`config.mk`:
```
export PLATFORM = sky130hd
export DESIGN_NAME = front_sprite_ctrl
export DESIGN_NICKNAME = d
export VERILOG_FILES = /design/src/rtl/front_sprite_ctrl.sv
export SDC_FILE = /design/constraint.sdc
export NUM_CORES = 1
export LEC_CHECK = 0
export BUFFER_PORTS_ARGS = -buffer_cell sky130_fd_sc_hd__buf_2
export CAP_MARGIN = 30
export CORE_ASPECT_RATIO = 1.2
export CORE_MARGIN = 2
export CORE_UTILIZATION = 50
export CTS_BUF_LIST = sky130_fd_sc_hd__clkbuf_16
export DETAILED_ROUTE_END_ITERATION = 12
export PLACE_DENSITY = 0.82
export SYNTH_ARGS = -nofsm -noshare
export SYNTH_HDL_FRONTEND = slang
export SYNTH_SLANG_ARGS = --single-unit
```
`constraint.sdc`:
```
create_clock -name pixel_clk_in -period 4.8 [get_ports pixel_clk_in]
set_input_delay 0.96 -clock pixel_clk_in [delete_from_list [all_inputs] [get_ports pixel_clk_in]]
set_output_delay 0.96 -clock pixel_clk_in [all_outputs]
set_load 0.01 [all_outputs]
```
`src/rtl/front_sprite_ctrl.sv`:
```
// Front-sprite animation sequencer: enter / hit / faint / hide commands driving position, sheet select and visibility.
// Optional idle bob in SHOWN is enabled with FRONT_CTRL_IDLE_BOB_EN.
module front_sprite_ctrl #(
    parameter int unsigned X_START      = 640,
    parameter int unsigned X_HOME       = 400,
    parameter int unsigned Y_HOME       = 60,
    parameter int unsigned STEP         = 8,
    parameter int unsigned BLINK_FRAMES = 4,
    parameter int unsigned HIT_BLINKS   = 6,
    parameter int unsigned FAINT_DIST   = 56
) (
    input  logic        pixel_clk_in,
    input  logic        rst_in,
    input  logic        frame_tick_in,
    input  logic        cmd_valid_in,
    input  logic [1:0]  cmd_in,
    input  logic [4:0]  species_in,
    output logic        cmd_ready_out,
    output logic [10:0] x_out,
    output logic [9:0]  y_out,
    output logic [9:0]  sprite_sel_x_out,
    output logic [8:0]  sprite_sel_y_out,
    output logic        visible_out,
    output logic        busy_out,
    output logic        done_out,
    output logic        err_out
);

    localparam int unsigned XW         = 11;
    localparam int unsigned YW         = 10;
    localparam int unsigned SXW        = 10;
    localparam int unsigned SYW        = 9;
    localparam int unsigned SPW        = 5;
    localparam int unsigned FCW        = 8;
    localparam int unsigned BCW        = 8;
    localparam int unsigned ACW        = 12;
    localparam int unsigned N_SPECIES  = 28;
    localparam int unsigned SHEET_COLS = 14;
    localparam int unsigned CELL       = 56;

    localparam logic [1:0] CMD_ENTER = 2'd0;
    localparam logic [1:0] CMD_HIT   = 2'd1;
    localparam logic [1:0] CMD_FAINT = 2'd2;
    localparam logic [1:0] CMD_HIDE  = 2'd3;

    typedef enum logic [2:0] {
        ST_IDLE,
        ST_ENTER,
        ST_SHOWN,
        ST_HIT,
        ST_FAINT
    } state_e;

    state_e          state_q;
    logic [XW-1:0]   x_q;
    logic [YW-1:0]   y_q;
    logic [SXW-1:0]  sel_x_q;
    logic [SYW-1:0]  sel_y_q;
    logic            vis_q;
    logic            done_q;
    logic            err_q;
    logic [FCW-1:0]  frame_cnt_q;
    logic [BCW-1:0]  blink_cnt_q;
    logic [ACW-1:0]  acc_q;
`ifdef FRONT_CTRL_IDLE_BOB_EN
    logic [3:0]      bob_cnt_q;
    logic            bob_phase_q;
`endif

    // One bit wider than the outputs so a step can never silently wrap.
    logic [XW:0]     x_dec_d;
    logic [YW:0]     y_inc_d;
    logic [ACW-1:0]  acc_inc_d;
    logic [SXW-1:0]  sel_x_d;
    logic [SYW-1:0]  sel_y_d;
    logic            enter_ok_d;

    always_comb begin
        x_dec_d    = {1'b0, x_q} - (XW+1)'(STEP);
        y_inc_d    = {1'b0, y_q} + (YW+1)'(STEP);
        acc_inc_d  = acc_q + ACW'(STEP);
        sel_x_d    = SXW'((32'(species_in) % SHEET_COLS) * CELL);
        sel_y_d    = SYW'((32'(species_in) / SHEET_COLS) * CELL);
        enter_ok_d = (state_q == ST_IDLE) && (species_in < SPW'(N_SPECIES));
    end

    always_ff @(posedge pixel_clk_in or posedge rst_in) begin
        if (rst_in) begin
            state_q     <= ST_IDLE;
            x_q         <= XW'(X_START);
            y_q         <= YW'(Y_HOME);
            sel_x_q     <= '0;
            sel_y_q     <= '0;
            vis_q       <= 1'b0;
            done_q      <= 1'b0;
            err_q       <= 1'b0;
            frame_cnt_q <= '0;
            blink_cnt_q <= '0;
            acc_q       <= '0;
`ifdef FRONT_CTRL_IDLE_BOB_EN
            bob_cnt_q   <= '0;
            bob_phase_q <= 1'b0;
`endif
        end else begin
            done_q <= 1'b0;
            err_q  <= 1'b0;
            // A command in the same cycle as a tick swallows that tick.
            if (cmd_valid_in) begin
                if (cmd_in == CMD_HIDE) begin
                    state_q     <= ST_IDLE;
                    vis_q       <= 1'b0;
                    x_q         <= XW'(X_START);
                    y_q         <= YW'(Y_HOME);
                    frame_cnt_q <= '0;
                    blink_cnt_q <= '0;
                    acc_q       <= '0;
                end else if (cmd_in == CMD_ENTER && enter_ok_d) begin
                    state_q <= ST_ENTER;
                    vis_q   <= 1'b1;
                    x_q     <= XW'(X_START);
                    y_q     <= YW'(Y_HOME);
                    sel_x_q <= sel_x_d;
                    sel_y_q <= sel_y_d;
                end else if (cmd_in == CMD_HIT && state_q == ST_SHOWN) begin
                    state_q     <= ST_HIT;
                    vis_q       <= 1'b1;
                    y_q         <= YW'(Y_HOME);
                    frame_cnt_q <= '0;
                    blink_cnt_q <= '0;
                end else if (cmd_in == CMD_FAINT && state_q == ST_SHOWN) begin
                    state_q <= ST_FAINT;
                    y_q     <= YW'(Y_HOME);
                    acc_q   <= '0;
                end else begin
                    err_q <= 1'b1;
                end
            end else if (frame_tick_in) begin
                case (state_q)
                    ST_ENTER: begin
                        if (x_dec_d[XW] || x_dec_d <= (XW+1)'(X_HOME)) begin
                            x_q     <= XW'(X_HOME);
                            state_q <= ST_SHOWN;
                            done_q  <= 1'b1;
`ifdef FRONT_CTRL_IDLE_BOB_EN
                            bob_cnt_q   <= '0;
                            bob_phase_q <= 1'b0;
`endif
                        end else begin
                            x_q <= x_dec_d[XW-1:0];
                        end
                    end
                    ST_SHOWN: begin
`ifdef FRONT_CTRL_IDLE_BOB_EN
                        bob_cnt_q <= bob_cnt_q + 4'd1;
                        if (bob_cnt_q == 4'd15) begin
                            bob_phase_q <= ~bob_phase_q;
                            y_q         <= bob_phase_q ? YW'(Y_HOME) : YW'(Y_HOME + 2);
                        end
`endif
                    end
                    ST_HIT: begin
                        if (frame_cnt_q == FCW'(BLINK_FRAMES - 1)) begin
                            frame_cnt_q <= '0;
                            if (blink_cnt_q == BCW'(HIT_BLINKS - 1)) begin
                                vis_q       <= 1'b1;
                                blink_cnt_q <= '0;
                                state_q     <= ST_SHOWN;
                                done_q      <= 1'b1;
`ifdef FRONT_CTRL_IDLE_BOB_EN
                                bob_cnt_q   <= '0;
                                bob_phase_q <= 1'b0;
`endif
                            end else begin
                                vis_q       <= ~vis_q;
                                blink_cnt_q <= blink_cnt_q + BCW'(1);
                            end
                        end else begin
                            frame_cnt_q <= frame_cnt_q + FCW'(1);
                        end
                    end
                    ST_FAINT: begin
                        if (acc_inc_d >= ACW'(FAINT_DIST)) begin
                            state_q <= ST_IDLE;
                            vis_q   <= 1'b0;
                            x_q     <= XW'(X_START);
                            y_q     <= YW'(Y_HOME);
                            acc_q   <= '0;
                            done_q  <= 1'b1;
                        end else begin
                            acc_q <= acc_inc_d;
                            y_q   <= y_inc_d[YW] ? '1 : y_inc_d[YW-1:0];
                        end
                    end
                    default: ;
                endcase
            end
        end
    end

    assign cmd_ready_out    = (state_q == ST_IDLE) || (state_q == ST_SHOWN);
    assign busy_out         = (state_q == ST_ENTER) || (state_q == ST_HIT) || (state_q == ST_FAINT);
    assign x_out            = x_q;
    assign y_out            = y_q;
    assign sprite_sel_x_out = sel_x_q;
    assign sprite_sel_y_out = sel_y_q;
    assign visible_out      = vis_q;
    assign done_out         = done_q;
    assign err_out          = err_q;

endmodule

```
Word-level counts from Yosys, hierarchy flattened
Cells that the tools add are included.
{ "word_totals": {"ff_bits": 68, "latch_bits": 0, "mem_bits_rw": 0, "mem_bits_ro": 0, "inputBits": 11, "output_inout_bits": 45, "elab_cells": 138, "mem_count": 0} }
{ "classes": {"addsub": 5, "multipliers": 2, "div": 2, "order_cmp": 3, "eq_ne": 20, "shift": 0, "n_mux": 68, "bitwise": 2, "n_reduce_logical": 25} }
{ "ops": {"columns": ["cell", "n"], "rows": [
  ["$mux W12", 8],
  ["$mux W8", 12],
  ["$mux W10", 9],
  ["$mux W11", 6],
  ["$div A5 B4 Y32 const B", 1],
  ["$mod A5 B4 Y32 const B", 1],
  ["$mul A32 B3 Y6 const B", 1],
  ["$mul A32 B3 Y7 const B", 1],
  ["$mux W3", 10],
  ["$pmux W11 S2", 1],
  ["$mux W1", 19],
  ["$ne A3 B3 Y1 const B", 6],
  ["$add A8 B1 Y8 const B", 2],
  ["$reduce_and A5 Y1", 3],
  ["$add A12 B4 Y12 const B", 1],
  ["$ge A12 B6 Y1 const B", 1],
  ["$le A12 B9 Y1 const B", 1],
  ["$sub A11 B4 Y12 const B", 1],
  ["$add A10 B4 Y11 const B", 1],
  ["$ne A3 B1 Y1 const B", 3],
  ["$pmux W3 S3", 1],
  ["$eq A8 B2 Y1 const B", 1],
  ["$eq A8 B3 Y1 const B", 1],
  ["$reduce_and A4 Y1", 2],
  ["20 further kinds", 34]
]} }

Depth between registers and ports, before layout
Gate-level depths: netlist of run 1.
{ "depth": {"ltp_word": 7, "ltp_mapped": 16, "ltp_nobuf": 16} }

Least setup slack after synthesis of run 1
OpenSTA, ideal clock, no wires.
{ "synth_timing": {"path_type": "input-to-reg", "start": "input port species_in[2]", "end": "register sel_x_q[9] (netlist: sprite_sel_x_out[9])", "arrival_time_ps": 4111, "slack_ps": 554, "path_stages": 15, "n_path_buf": 0, "path_cell_list": "nand2_1 inv_1 ha_1 nand2b_1 o21ai_0 o31a_1 mux2_2 fa_1 ha_1 fa_1 a21o_1 a21oi_1 xnor2_1 xnor2_1 o21ai_0"} }
{ "synth_via": {"elab_chain_cells": 4, "elab_cells_between_ends": 6, "cone_classes": "mul: 1; div: 1; order compare: 1; reduce/logical: 3"} }
{ "synth_rtl": {"columns": ["item", "line_no", "rtl"], "rows": [
  ["start, declared", "17", "input logic [4:0] species_in,"],
  ["parallel branches: the longest is 4 deep, another holds $mod A5 B4 Y32", null, null],
  ["end signal, assigned", "122", "sel_x_q <= sel_x_d;"],
  ["end, declared", "57", "logic [SXW-1:0] sel_x_q;"]
]} }
Several ways; the timed one is not identified.
A chain may end at the register's enable or synchronous reset.

Worst setup path after layout of run 1
Ends and elaborated chain as after synthesis.

==> run_results.csv, run 1 <==
group,metric,value,unit
global_routing,grt_pass1_vias,3244,
timing,rsz0062_at_grt,"false",
cells_and_area,layout_commonest_cell,"dfrtp_1",
floorplanning,die_area,8650,sq um
timing,min_period_over_period,89.3,%
clock_network,htree_levels,3,
worst_setup_path,cp-end-kind,"flop",
timing,min_period,4.29,ns
route,drcViolationCount,0,
floorplanning,die_width,85.2,um
cells_and_area,drive_above_1_share,20.2,%
clock_network,root_buffer,"clkbuf_16",
clock_network,ctsHoldBuffers,0,
clock_network,clockBufferDepth,2,
timing,max_freq,233,MHz
worst_setup_path,startpoint_type,"input port",
worst_setup_path,crit_required,4.98,ns
yosys,syn_area,3960,sq um
yosys,synth_seq_cells,60,
cells_and_area,final_cell_mix,"54 x dfrtp_1, 47 x o21ai_0, 45 x buf_2",
yosys,avgSynthCellArea,9.04,sq um
timing,worst_pin_slew,0.824,ns
cells_and_area,multi_input_area,2200,sq um
worst_setup_path,crit_path_start,"species_in[2]",
route,vias,3396,
global_routing,grt_usage,21.1,%
floorplanning,dieHeight,101,um
global_routing,grt_max_degree,39,
timing,finClkSkew,0.0104,ns
timing,hold_slack,0.484,ns
floorplanning,core,7660,sq um
clock_network,numCtsBuffers,9,
worst_setup_path,reg2reg_from,"acc_q[3]",
cells_and_area,syn2layout_area_growth,13.4,%
timing,setup_viol,0,
yosys,ys_types,77,
run,cap_violations,0,
worst_setup_path,reg2reg_to,"x_out[6]",
cells_and_area,diodes,0,
clock_network,path_clk_slew,0.05,ns
global_routing,overflow,0,
worst_setup_path,crit_type,"in -> reg",
cells_and_area,seqCellArea,1510,sq um
floorplanning,initial_core_util,51.7,%
yosys,yosysWarnings,0,
worst_hold_path,hp-class,"reg -> reg",
timing,hold_viol_final,0,
global_routing,grt_antenna_before_repair,0,
floorplanning,rows,35,
worst_setup_path,rr_worst_depth,7,
route,wl_per_cell,15.0,um
yosys,synthFlopType,"dfrtp_1",
power,ir_worst_vdd,320,uV
worst_setup_path,r2r_slack,1.86,ns
power,p_per_area,509,nW/um^2
route,first_iter_violations,222,
yosys,synth-edff-count,0,
timing,finalSetupTns,0,ns
yosys,synth_cells,438,
placement,hpwl,6310,um
clock_network,numClockSinks,60,
timing,drv_slew,0,
floorplanning,io_pins,56,
route,drtPass1Iterations,5,
yosys,async_reset_ff_share,100,%
yosys,synth_largest_area_cell,"dfrtp_1",
clock_network,cts_tree,"done",
clock_network,clk_latency,0.34,ns
route,ant_nets,0,
yosys,synth.area.top_cells,"dfrtp_1 34%, o21ai_0 5.9%, ha_1 5.1%",
route,via_per_inst,5.90,
worst_setup_path,cp_max_fo,6,
clock_network,post_cts_buffers,0,
global_routing,grt_pass1_wl,14700,um
outcome,status,"complete, no violations",
worst_setup_path,cp.arrival,4.47,ns
route,routed_wl,8640,um
yosys,ys_seq_area_share,38.1,%
cells_and_area,fillerInstances,672,
power,power.leakage,2.10,nW
placement,place_congestion,0.891,
timing,slew_headroom,45.0,%
worst_setup_path,cp-endpoint,"sprite_sel_x_out[9]",
cells_and_area,nets,511,
clock_network,cts.repair.resized,0,
placement,io_buffer_count,45,
yosys,synth_top_area_share,34.1,%
## cell type report
class | instances | share of cell area (%)
timing repair buffer | 47 | 5.35
tap | 92 | 2.56
inverter | 31 | 2.59
clock buffer | 9 | 5.02
clock inverter | 7 | 1.87
sequential | 60 | 33.6
multi-input combinational | 330 | 49.0
## layer usage
| metal | wire length (um) | share of wire (%) | GRT usage (%) | vias up |
|---|---|---|---|---|
| met2 | 4410 | 51 | 36.2 | 89 |
| met5 | 0 | 0 | 0 | - |
| li1 | - | - | - | 1642 |
| met4 | 155 | 1.8 | 8.18 | 0 |
| met1 | 3620 | 42 | 25.4 | 1650 |
| met3 | 447 | 5.2 | 5.54 | 15 |
## state kept, by name, summed over array words and instances, names as in the netlist
| register | count |
|---|---|
| frame_cnt_q | 8 |
| x_out | 8 |
| sprite_sel_x_out | 7 |
| sprite_sel_y_out | 5 |
| visible_out | 1 |
| blink_cnt_q | 8 |
| acc_q | 9 |
| done_out | 1 |
| y_out | 9 |
| state_q | 3 |
| err_out | 1 |
## Yosys cell counts, drive strengths merged, types with 3 or more instances
library cell / instances
a211oi: 4
o31ai: 4
nor2b: 4
fa: 5
nand3: 12
ha: 16
or2: 4
a21o: 6
buf: 19
dfstp: 6
mux2i: 4
inv: 31
nor2: 34
nand4: 6
mux2: 8
nor3: 4
and2: 9
a21oi: 22
o22ai: 3
nor3b: 3
nand2: 37
o21ai: 47
and3: 9
o211ai: 4
nand2b: 9
dfrtp: 54
clkbuf: 7
or4: 5
nor4: 5
o31a: 3
a31oi: 10
xnor2: 4
## per-stage QoR
stage                     power [mW]  instance area [sq um]  util (%)  instances  worst slack [ns]
after global placement          1.57                   4180      54.5        560             0.366
after floorplan                 1.37                   3990         -        447             0.554
after global routing            2.44                   4490      58.6        576             0.360
after detailed placement        1.61                   4180      54.5        560             0.210
final                           2.29                   4490      58.6        576             0.512
after CTS                       2.30                   4490      58.6        576             0.549
## power breakdown
part           leakage, nW  switching, mW  internal (mW)
sequential           0.784          0.165          0.650
clock                0.152          0.229          0.447
combinational         1.17          0.448          0.348
total                 2.10          0.841           1.45
## worst min-delay path by stage
stage / from / end / slack (ns) / cells past startpoint
finish: sprite_sel_x_out[9] / sprite_sel_x_out[9] / 0.48 / 2
global route: y_out[5] / y_out[5] / 0.52 / 2
CTS: sprite_sel_x_out[9] / sprite_sel_x_out[9] / 0.48 / 2
detailed placement: sprite_sel_x_out[9] / sprite_sel_x_out[9] / 0.47 / 2
global placement: blink_cnt_q[7] / blink_cnt_q[7] / 0.46 / 1
floorplan: blink_cnt_q[7] / blink_cnt_q[7] / 0.45 / 1
## critical path: stages
cell,delay (ns)
buf_2,0.13
nand2_1,0.14
inv_1,0.07
ha_1,0.31
nand2b_1,0.17
o21ai_0,0.27
o31a_1,0.23
mux2_2,0.38
fa_1,0.44
ha_1,0.24
fa_1,0.42
a21o_1,0.17
a21oi_1,0.18
xnor2_1,0.16
xnor2_1,0.13
o21ai_0,0.08
## cells by family (layout without fill, tap and decap cells)
family / Yosys count / in the layout / share of synthesized area, %
AO/OA/AOI/OAI: 127 / 127 / 21.5
XOR/XNOR: 6 / 6 / 1.33
adder cells (fa/ha/maj): 21 / 21 / 7.58
buffers and inverters: 57 / 94 / 7.20
flip-flops: 60 / 60 / 38.1
multiplexers: 12 / 12 / 3.29
other: 1 / 10 / 0.0947
AND/OR/NAND/NOR: 154 / 154 / 20.9
No activity file was read; power rests on OpenSTA's default activity.
==> inputs of run 2 (changes only) <==
- ABC_AREA: not set -> 1
- CORE_UTILIZATION: 50 -> 37
- PLACE_DENSITY: 0.82 -> 0.67
==> run_results.csv, run 2 <==
group,metric,value,unit
global_routing,use_met2,26.7,%
yosys,yosys-mux-area-fraction,0,%
worst_setup_path,crit_type,"in -> reg",
worst_setup_path,r2r_slack,2.84,ns
cells_and_area,utilization,43.3,%
yosys,synth_fa_ha_area_share,7.54,%
floorplanning,rows,41,
placement,io_buffer_count,45,
timing,hold_viol_final,0,
worst_hold_path,hold_path_end,"y_out[2]",
worst_setup_path,reg2reg_from,"x_out[3]",
yosys,async_reset_ff_share,100,%
timing,drv_slew,0,
yosys,synth_simple_gate_area_share,33.1,%
route,routed_wl,8570,um
route,via_per_inst,4.84,
outcome,status,"complete, no violations",
route,wl_per_cell,11.9,um
floorplanning,die_width,98.7,um
cells_and_area,drive_above_1_share,17.0,%
clock_network,htree_levels,3,
global_routing,grtUsageMet1,18.1,%
floorplanning,die_area,11600,sq um
route,drtPass1Iterations,4,
worst_hold_path,hp-class,"reg -> reg",
yosys,syn_area,3980,sq um
clock_network,post_cts_buffers,0,
yosys,synth_seq_cells,60,
worst_setup_path,reg2reg_to,"state_q[2]",
timing,min_period,3.98,ns
timing,finalSetupTns,0,ns
worst_setup_path,crit_path_start,"species_in[2]",
floorplanning,dieHeight,118,um
worst_setup_path,rr_worst_depth,9,
power,ir_worst_vdd,143,uV
floorplanning,initial_core_util,37.9,%
global_routing,grt_max_degree,42,
worst_setup_path,cp.arrival,4.20,ns
timing,worst_pin_slew,0.533,ns
yosys,synth-edff-count,0,
floorplanning,io_pins,56,
timing,rsz0062_at_grt,"false",
global_routing,grt_pass1_vias,3342,
timing,max_freq,251,MHz
timing,finClkSkew,0.00716,ns
global_routing,grt.met3_usage,4.16,%
power,p_per_area,490,nW/um^2
worst_hold_path,min_path_cells,2,
worst_setup_path,startpoint_type,"input port",
placement,place_congestion,0.883,
clock_network,clockBufferDepth,2,
cells_and_area,layout_commonest_cell,"nand2_1",
cells_and_area,final_cell_mix,"140 x nand2_1, 76 x inv_1, 60 x nor2_1",
yosys,synth_top_family_by_area,"simple AND/OR/NAND/NOR gates",
clock_network,numClockSinks,60,
yosys,avgSynthCellArea,7.48,sq um
clock_network,root_buffer,"clkbuf_16",
clock_network,clk_latency,0.33,ns
cells_and_area,diodes,0,
yosys,synth_xor_area_share,1.54,%
yosys,yosysWarnings,0,
yosys,synth_top_area_share,33.9,%
route,ant_nets,0,
cells_and_area,nets,615,
worst_setup_path,cp_max_fo,6,
timing,slew_headroom,64.5,%
yosys,synth.most_common_cell,"nand2_1",
global_routing,overflow,0,
yosys,synth_cells,532,
floorplanning,core,10500,sq um
global_routing,busiest_layer,"met2",
timing,min_period_over_period,82.9,%
yosys,ys_types,43,
yosys,synthFlopType,"dfrtp_1",
yosys,synthTopCellsByCount,"140 x nand2_1, 77 x inv_1, 60 x nor2_1",
route,first_iter_violations,166,
cells_and_area,fillerInstances,1069,
worst_setup_path,cp-end-kind,"flop",
placement,hpwl,6640,um
global_routing,grt_usage,15.6,%
cells_and_area,syn2layout_area_growth,14.5,%
clock_network,path_clk_slew,0.05,ns
yosys,synth-compound-area-share,8.96,%
power,power.leakage,2.40,nW
power,power,2.23,mW
route,drcViolationCount,0,
clock_network,cts_tree,"done",
yosys,synth_largest_area_cell,"dfrtp_1",
yosys,synth.area.top_cells,"dfrtp_1 34%, nand2_1 13%, inv_1 7.3%",
global_routing,grt_antenna_before_repair,0,
route,vias,3472,
yosys,ys_seq_area_share,37.9,%
worst_setup_path,crit_required,5.02,ns
clock_network,cts.repair.resized,0,
clock_network,ctsHoldBuffers,0,
clock_network,numCtsBuffers,9,
global_routing,grt_pass1_wl,14900,um
run,cap_violations,0,
worst_hold_path,min-delay-start,"y_out[2]",
timing,setup_viol,0,
-- run 2: layout make-up --
cell class,count,area [sq um],area share [%]
Timing Repair Buffer,46,233,5.11
Sequential cell,60,1510,33.1
Clock buffer,9,225,4.94
Tap cell,129,161,3.54
Clock inverter,7,33.8,0.741
Inverter,85,323,7.08
Multi-Input combinational cell,381,2070,45.5
-- run 2: power breakdown --
part	internal [mW]	leakage (nW)	total (mW)	switching, mW
registers	0.655	0.785	0.783	0.128
logic	0.331	1.49	0.887	0.557
clock network	0.340	0.127	0.562	0.222
-- run 2: cells by family after synthesis --
| family | Yosys count |
|---|---|
| simple gates | 284 |
| other cells | 1 |
| xor+xnor | 7 |
| buf+inv | 100 |
| compound gates | 59 |
| fa+ha+maj | 21 |
| flops | 60 |
-- run 2: per-layer routing --
layer / vias up / part of all wire, %
met1: 1621 / 43
met3: 20 / 3.5
met5: - / 0
li1: 1774 / -
met4: 0 / 2.6
met2: 57 / 51
-- run 2: worst max-delay path by stage --
stage	endpoint	slack, ns	cells after the start
after CTS	sprite_sel_x_out[9]	0.82	22
after detailed placement	sprite_sel_x_out[9]	0.48	23
final	sprite_sel_x_out[9]	0.82	22
after floorplan	sprite_sel_x_out[9]	0.93	21
after global routing	sprite_sel_x_out[9]	0.45	23
after global placement	sprite_sel_x_out[9]	0.66	22
-- run 2: critical path, stage by stage --
cell	delay (ns)
buf_2	0.11
nand2_1	0.09
inv_1	0.07
ha_1	0.27
o21ai_0	0.22
nand2_1	0.11
inv_1	0.06
nand2_1	0.13
inv_1	0.16
nand2_1	0.06
o21ai_0	0.13
inv_1	0.15
fa_1	0.52
inv_1	0.08
fa_1	0.46
nand2_1	0.09
nand2_1	0.05
a21oi_1	0.14
or2_2	0.14
nand3_1	0.06
nand3_1	0.08
nand2_1	0.05
-- run 2: stage by stage --
| stage | cells | hold slack [ns] | instance area, sq um | setup slack, ns |
|---|---|---|---|---|
| 6_report | 717 | 0.455 | 4560 | 0.823 |
| 5_1_grt | 717 | 0.479 | 4560 | 0.454 |
| 4_1_cts | 717 | 0.457 | 4560 | 0.819 |
| 3_5_place_dp | 701 | 0.447 | 4300 | 0.481 |
| 3_3_place_gp | 701 | 0.442 | 4300 | 0.665 |
| 2_1_floorplan | 541 | 0.458 | 4020 | 0.928 |
==> inputs of run 3 (changes only) <==
- PLACE_DENSITY: 0.67 -> 0.69
- clock period: 4.8 -> 3.4 ns (I/O delays scaled with it)
==> run_results.csv, run 3 (synthesis results as in run 2) <==
group,metric,value,unit
worst_setup_path,cp_max_fo,5,
worst_setup_path,crit_type,"in -> reg",
route,vias,3563,
cells_and_area,fillerInstances,1034,
power,ir_worst_vdd,211,uV
clock_network,numCtsBuffers,9,
worst_setup_path,startpoint_type,"input port",
timing,min_period,3.30,ns
cells_and_area,final_cell_mix,"135 x nand2_1, 73 x inv_1, 60 x nor2_1",
clock_network,htree_levels,3,
floorplanning,initial_core_util,37.9,%
power,sw_frac_of_total,39.0,%
route,via_per_inst,4.84,
timing,slew_headroom,49.2,%
power,power.leakage,2.53,nW
route,first_iter_violations,131,
power,pwr-share-clk,27.9,%
timing,finClkSkew,0.0103,ns
cells_and_area,drive_above_1_share,22.4,%
clock_network,ctsHoldBuffers,0,
run,cap_violations,0,
cells_and_area,diodes,0,
route,wl_per_cell,12.2,um
floorplanning,dieHeight,118,um
power,p_comb_share,39.4,%
floorplanning,io_pins,56,
clock_network,path_clk_slew,0.05,ns
global_routing,overflow,0,
route,drcViolationCount,0,
worst_hold_path,hp-class,"reg -> reg",
global_routing,grt_usage,16.1,%
worst_setup_path,crit_required,3.62,ns
cells_and_area,layout_commonest_cell,"nand2_1",
route,ant_nets,0,
clock_network,numClockSinks,60,
cells_and_area,syn2layout_area_growth,21.4,%
power,seqPwrFrac,32.7,%
clock_network,clockBufferDepth,2,
timing,worst_pin_slew,0.760,ns
placement,place_congestion,0.818,
global_routing,grt_pass1_vias,3445,
floorplanning,die_width,98.7,um
placement,hpwl,6820,um
global_routing,grt_pass1_wl,15300,um
floorplanning,die_area,11600,sq um
timing,hold_viol_final,0,
cells_and_area,nets,634,
route,drtPass1Iterations,4,
route,routed_wl,8980,um
worst_setup_path,cp-end-kind,"flop",
global_routing,grt_max_degree,36,
worst_setup_path,crit_path_start,"species_in[2]",
timing,max_freq,303,MHz
placement,io_buffer_count,45,
worst_setup_path,reg2reg_from,"x_out[3]",
timing,finalWorstSetupSlack,0.101,ns
clock_network,root_buffer,"clkbuf_16",
floorplanning,core,10500,sq um
placement,dpl_worst_slack,-0.309,ns
timing,hold_slack,0.456,ns
power,p_per_area,702,nW/um^2
global_routing,grt_antenna_before_repair,0,
timing,drv_slew,0,
worst_hold_path,min-delay-start,"y_out[2]",
floorplanning,rows,41,
power,intPower,2.07,mW
clock_network,clk_latency,0.33,ns
clock_network,cts_tree,"done",
timing,setup_viol,0,
power,switching_power,1.32,mW
cells_and_area,utilization,46.0,%
timing,min_period_over_period,97.0,%
worst_setup_path,cp.arrival,3.52,ns
outcome,status,"complete, no violations",
-- run 3: cell types whose count changed in the layout (fill, tap and decap cells not counted), moves of 3 or more --
cell / before / now
buf_4: 1 / 20
nand2_1: 140 / 135
o21ai_0: 31 / 28
inv_1: 76 / 73
nand2_2: 2 / 6
o21ai_2: 3 / 6
-- run 3: area by class of cell --
cell class | count | area [sq um] | area share [%]
Tap cell | 129 | 161 | 3.34
Inverter | 85 | 325 | 6.73
Multi-Input combinational cell | 381 | 2160 | 44.6
Timing Repair Buffer | 65 | 375 | 7.77
Clock inverter | 7 | 81.3 | 1.68
Sequential cell | 60 | 1510 | 31.2
Clock buffer | 9 | 225 | 4.66
-- run 3: power by group through the flow --
stage               logic [mW]  registers (mW)  clock network [mW]
CTS                       1.32            1.11               0.964
finish                    1.34            1.11               0.947
global route              1.51            1.14               0.997
detailed placement        1.31            1.12                   0
global placement          1.28            1.11                   0
floorplan                0.879            1.15                   0
-- run 3: layer usage --
metal | wire length, um | part of all wire, % | GRT usage [%]
met5 | 0 | 0 | 0
met4 | 172 | 1.9 | 5.57
met3 | 306 | 3.4 | 4.04
met2 | 4570 | 51 | 27.8
met1 | 3940 | 44 | 19.3
-- run 3: worst max-delay path, cell delays in order --
cell and delay (ns):
buf_2 0.11, nand2_2 0.06, inv_1 0.05, ha_1 0.29, o21ai_2 0.20, nand2_2 0.09, inv_2 0.07, nand2_4 0.08
inv_4 0.08, nand2_1 0.05, o21ai_2 0.09, inv_2 0.09, fa_1 0.54, inv_1 0.07, ha_4 0.26, nand2_2 0.05
nand2_2 0.06, a21oi_2 0.05, or2_2 0.30, nand2_1 0.07, nand2_1 0.06, nand3_2 0.06, nand2_1 0.05
-- run 3: what timing repair did --
action | 4_1_cts | 5_1_grt
gates resized for setup | 0 | 15
endpoints found under the setup margin | 0 | 1
setup buffers | 0 | 3
-- run 3: worst paths after layout --
| check | cells past startpoint | to | slack [ns] |
|---|---|---|---|
| setup / recovery | 23 | sprite_sel_x_out[9] | 0.10 |
| hold / removal | 2 | y_out[2] | 0.46 |
| setup reg to reg | 12 | state_q[1] | 1.44 |
| hold reg to reg | 2 | y_out[2] | 0.46 |
| max in group asynchronous | 3 | x_out[7] | 2.15 |
| min in group asynchronous | 2 | sprite_sel_x_out[5] | 0.48 |
-- run 3: per-stage QoR --
step / TNS [ns] / power, mW / cell area [sq um] / cells
after floorplan: 0 / 2.02 / 4040 / 541
after global placement: -0.142 / 2.39 / 4450 / 717
final: 0 / 3.40 / 4830 / 736
after CTS: 0 / 3.39 / 4750 / 733
after global routing: -0.0424 / 3.66 / 4830 / 736
after detailed placement: -0.534 / 2.43 / 4450 / 717
